## config.mk

```make
export PLATFORM = sky130hd
export DESIGN_NAME = single_port_ram
export DESIGN_NICKNAME = d
export VERILOG_FILES = /design/src/rtl/single_port_ram.sv
export SDC_FILE = /design/constraint.sdc
export NUM_CORES = 1
export LEC_CHECK = 0
export ABC_CLOCK_PERIOD_IN_PS = 2600
export CAP_MARGIN = 20
export CORE_UTILIZATION = 50
export DETAILED_ROUTE_END_ITERATION = 10
export HOLD_SLACK_MARGIN = 0.03
export PLACE_DENSITY = 0.74
export SYNTH_ARGS = -nofsm -noshare
export SYNTH_HDL_FRONTEND = slang
export SYNTH_SLANG_ARGS = --single-unit
export TNS_END_PERCENT = 20
```

## constraint.sdc

```tcl
create_clock -name clk -period 2.6 [get_ports clk]
set_input_delay 0.78 -clock clk [delete_from_list [all_inputs] [get_ports clk]]
set_output_delay 0.78 -clock clk [all_outputs]
set_load 0.01 [all_outputs]
```

## src/rtl/single_port_ram.sv

```systemverilog
// Synchronous single-port RAM: shared address, separate write/read enables,
// registered read port with a one-cycle valid strobe. Contents clear on reset.
module single_port_ram #(
    parameter int DATA_WIDTH = 8,
    parameter int ADDR_WIDTH = 6
) (
    input  logic                  clk,
    input  logic                  rst_n,
    input  logic                  we,
    input  logic                  re,
    input  logic [ADDR_WIDTH-1:0] addr,
    input  logic [DATA_WIDTH-1:0] data_in,
    output logic [DATA_WIDTH-1:0] data_out,
    output logic                  rd_valid
);

    localparam int DEPTH = 2 ** ADDR_WIDTH;

    logic [DATA_WIDTH-1:0] mem_q [DEPTH];
    logic [DATA_WIDTH-1:0] mem_d [DEPTH];
    logic [DATA_WIDTH-1:0] data_out_q, data_out_d;
    logic                  rd_valid_q, rd_valid_d;

    // Read uses mem_q (pre-write contents), giving read-before-write on collisions.
    always_comb begin
        mem_d      = mem_q;
        data_out_d = data_out_q;
        rd_valid_d = 1'b0;
        if (re) begin
            data_out_d = mem_q[addr];
            rd_valid_d = 1'b1;
        end
        if (we) begin
            mem_d[addr] = data_in;
        end
    end

    always_ff @(posedge clk) begin
        if (!rst_n) begin
            for (int i = 0; i < DEPTH; i++) begin
                mem_q[i] <= '0;
            end
            data_out_q <= '0;
            rd_valid_q <= 1'b0;
        end else begin
            mem_q      <= mem_d;
            data_out_q <= data_out_d;
            rd_valid_q <= rd_valid_d;
        end
    end

    assign data_out = data_out_q;
    assign rd_valid = rd_valid_q;

endmodule

```

==> results.toml <==
[status]
status = "completed"

[timing]
maxSlewHeadroom_pct = 61.97
fin_skew_ns = 0.01630
period_share_pct = 99.94
min_period_ns = 2.599
rsz0062_at_grt = "false"
tns_ns = 0
hold_viol = 0
worst_slew_pin_slew_ns = 0.5705
setup_viol = 0
hold_ws_ns = 0.4555
max_freq_ghz = 0.3848
final-max-slew-violation-count = 0

[floorplan]
core_sq_mm = 0.04875
die_area_sq_mm = 0.05021
io_pins = 27
dieWidth_microns = 224.1
die_h_microns = 224.1
row_count = 81
start_util_pct = 50.59

[hold_path]
min_path_type = "flop to flop"

[placement]
portBuffers = 26
hpwlAfterDp_microns = 53580
place_congestion = 0.9864
numPlacedInstances = 3428

[flow_run]
maxCapViolations = 0

[drt]
vias = 21810
wl_per_cell_microns = 22.92
routed_wirelength_microns = 80710
via_per_inst = 6.194
ant_nets = 0
drc = 0
first_pass_iters = 6
drtIter0Drc = 2552

[critical_path]
critPathKind = "input port to flop"
r2r_cells = 8
r2r-end = "data_out[0]"
crit_start = "addr[0]"
cp.arrival_ns = 3.08
endpoint_kind = "flop"
crit_chain = "buf_6, buf_4, and2_1, buf_12, a221oi_1, nor2_1, o21ai_0, nor4bb_2, buf_4, a41oi_1"
setup.worst_path.end = "data_out[0]"
r2r_slack_ns = 0.46
crit_required_ns = 3.08
r2r_start = "mem_q[504]"
crit_slowest_cell = "nor4bb_2"
cp_max_fo = 12
critPathLaunchType = "input port"
crit_top_cell = "buf_4"
cpPeakStageDelay_ns = 0.44

[clocking]
cts_tree = "yes"
cts.sinks = 521
ctsHoldBuffers = 0
cts_buffers = 54
cts_setup_buffers = 0
htreeDepth = 2
cts_buffer_depth = 3
clk_latency_ns = 0.61
clkTransAtPathRegs_ns = 0.06
root_buffer = "clkbuf_16"

[grt]
grt_pass1_wl_microns = 124800
overflow = 0
grt_max_degree = 119
grtUsageTotal_pct = 31.84
grt_pass1_vias = 21430
antenna_found_initial = 0

[layout]
n_antenna_cell = 0
syn2layout_area_growth_pct = 19.83
final_cells = 3522
multiInputGateArea_sq_mm = 0.01293
drive_above_1_share_pct = 19.91
nets = 2838
fill_cells = 3901
ff_latch_area_sq_mm = 0.01043

[synth]
post-synth-top-count-cell = "dfxtp_1"
synthFlopType = "dfxtp_1"
synth_fp_nets = 2701
synth-seq-cells = 521
synth_seq_area_share_pct = 42.29
netlist_area_sq_mm = 0.02466
async_flop_share_pct = 0
synth.distinct_cells = 61
yosysTopAreaCell = "dfxtp_1"
synth_warnings = 0
yosys-top-cells-count = "dfxtp_1, nand2_1, a21boi_0"
synthTopCellsByArea = "dfxtp_1, a21boi_0, mux2i_1"
syn_avg_cell_area_sq_um = 9.192
syn_inst = 2683
yosys.area.top_type_share_pct = 42.29
synth_edf_count = 0

[power_and_ir_drop]
power_density_mw_per_mm2 = 587.8
power_uw = 17370
power_leakage_uw = 0.01031
irDropWorstVdd_uv = 481.8
==> what timing repair did <==
item / CTS / global route
endpoints found under the setup margin: 0 / 1
hold endpoints to repair: 0 / 0
resized for setup: 0 / 1
==> how the worst min path moves through the flow <==
stage	cells past startpoint	to	slack, ns	start
2_1_floorplan	2	mem_q[392]	0.43	mem_q[392]
3_3_place_gp	2	mem_q[393]	0.43	mem_q[393]
3_5_place_dp	2	mem_q[316]	0.45	mem_q[316]
4_1_cts	2	mem_q[399]	0.46	mem_q[399]
5_1_grt	2	mem_q[399]	0.48	mem_q[399]
6_report	2	mem_q[399]	0.46	mem_q[399]
==> stage by stage <==
| stage | util [%] | setup WS (ns) | instance area [sq um] |
|---|---|---|---|
| after CTS | 60.61 | 0.004891 | 29550 |
| after global placement | 57.03 | -0.6493 | 27800 |
| after detailed placement | 57.03 | -0.6249 | 27800 |
| final | 60.62 | 0.001448 | 29550 |
| after floorplan | - | 0.3049 | 24660 |
| after global routing | 60.62 | 0.004062 | 29550 |
==> sequential cells by signal, indices dropped and copies added (netlist names) <==
name,cells
mem_q,512
rd_valid,1
data_out,8
==> layout by cell type, fill, tap and decap left out, types with 8 or more instances in the layout <==
cell             netlist  layout
nand3_1              245     245
o21ai_0              109     109
mux2i_1              206     206
nor2_1                49      47
buf_4                 18     257
buf_12                 0      73
a22o_1                 8       8
a21boi_1              34      34
nor2b_1              189     186
clkbuf_16              0      55
nand2_1              400     400
mux4_2                40      40
a21oi_1               22      22
buf_2                 88       8
clkdlybuf4s50_1        0      14
mux2_2                40      40
dfxtp_1              521     521
nor2_4                14      15
nor2_2                11      12
clkbuf_1             132      11
a221oi_1              91      91
a21boi_0             295     295
a22oi_1               23      23
o22ai_1               12      12
clkbuf_8               0      18
==> critical path, delay by kind of cell <==
kind	cells	cell delay, ns
AO/OA/AOI/OAI	3	0.81
buffers and inverters	4	0.70
AND/OR/NAND/NOR	3	0.76
==> cells by family (layout without fill, tap and decap cells) <==
logic type / after synthesis / after routing / synth area share [%]
buffers and inverters: 277 / 452 / 5.424
DFF: 521 / 521 / 42.29
muxes: 294 / 294 / 14.28
and+or+nand+nor: 945 / 945 / 18.79
AOI/OAI and AO/OA: 646 / 646 / 19.21
==> power by group <==
group	internal, uW	leakage [uW]	switching [uW]
Clock	4460	0.000866	3260
Combinational	638	0.00525	958
Sequential	8020	0.00420	32.0
==> layer usage <==
layer  global-route usage [%]  up-vias  routed length [microns]
met5                        0        -                        0
met4                    18.01        0                     4697
met3                    6.047      292                     7344
met2                    50.40     1183                    36270
met1                    40.70    10560                    32400
li1                         -     9777                        -
==> cell type report <==
cell class / count / area share (%)
Tap cell: 664 / 2.811
Multi-Input combinational cell: 1885 / 43.76
Clock inverter: 10 / 0.2752
Timing Repair Buffer: 354 / 12.17
Sequential cell: 521 / 35.29
Inverter: 4 / 0.05081
Clock buffer: 84 / 5.635
Note: power is estimated with default switching activity, not from simulation.
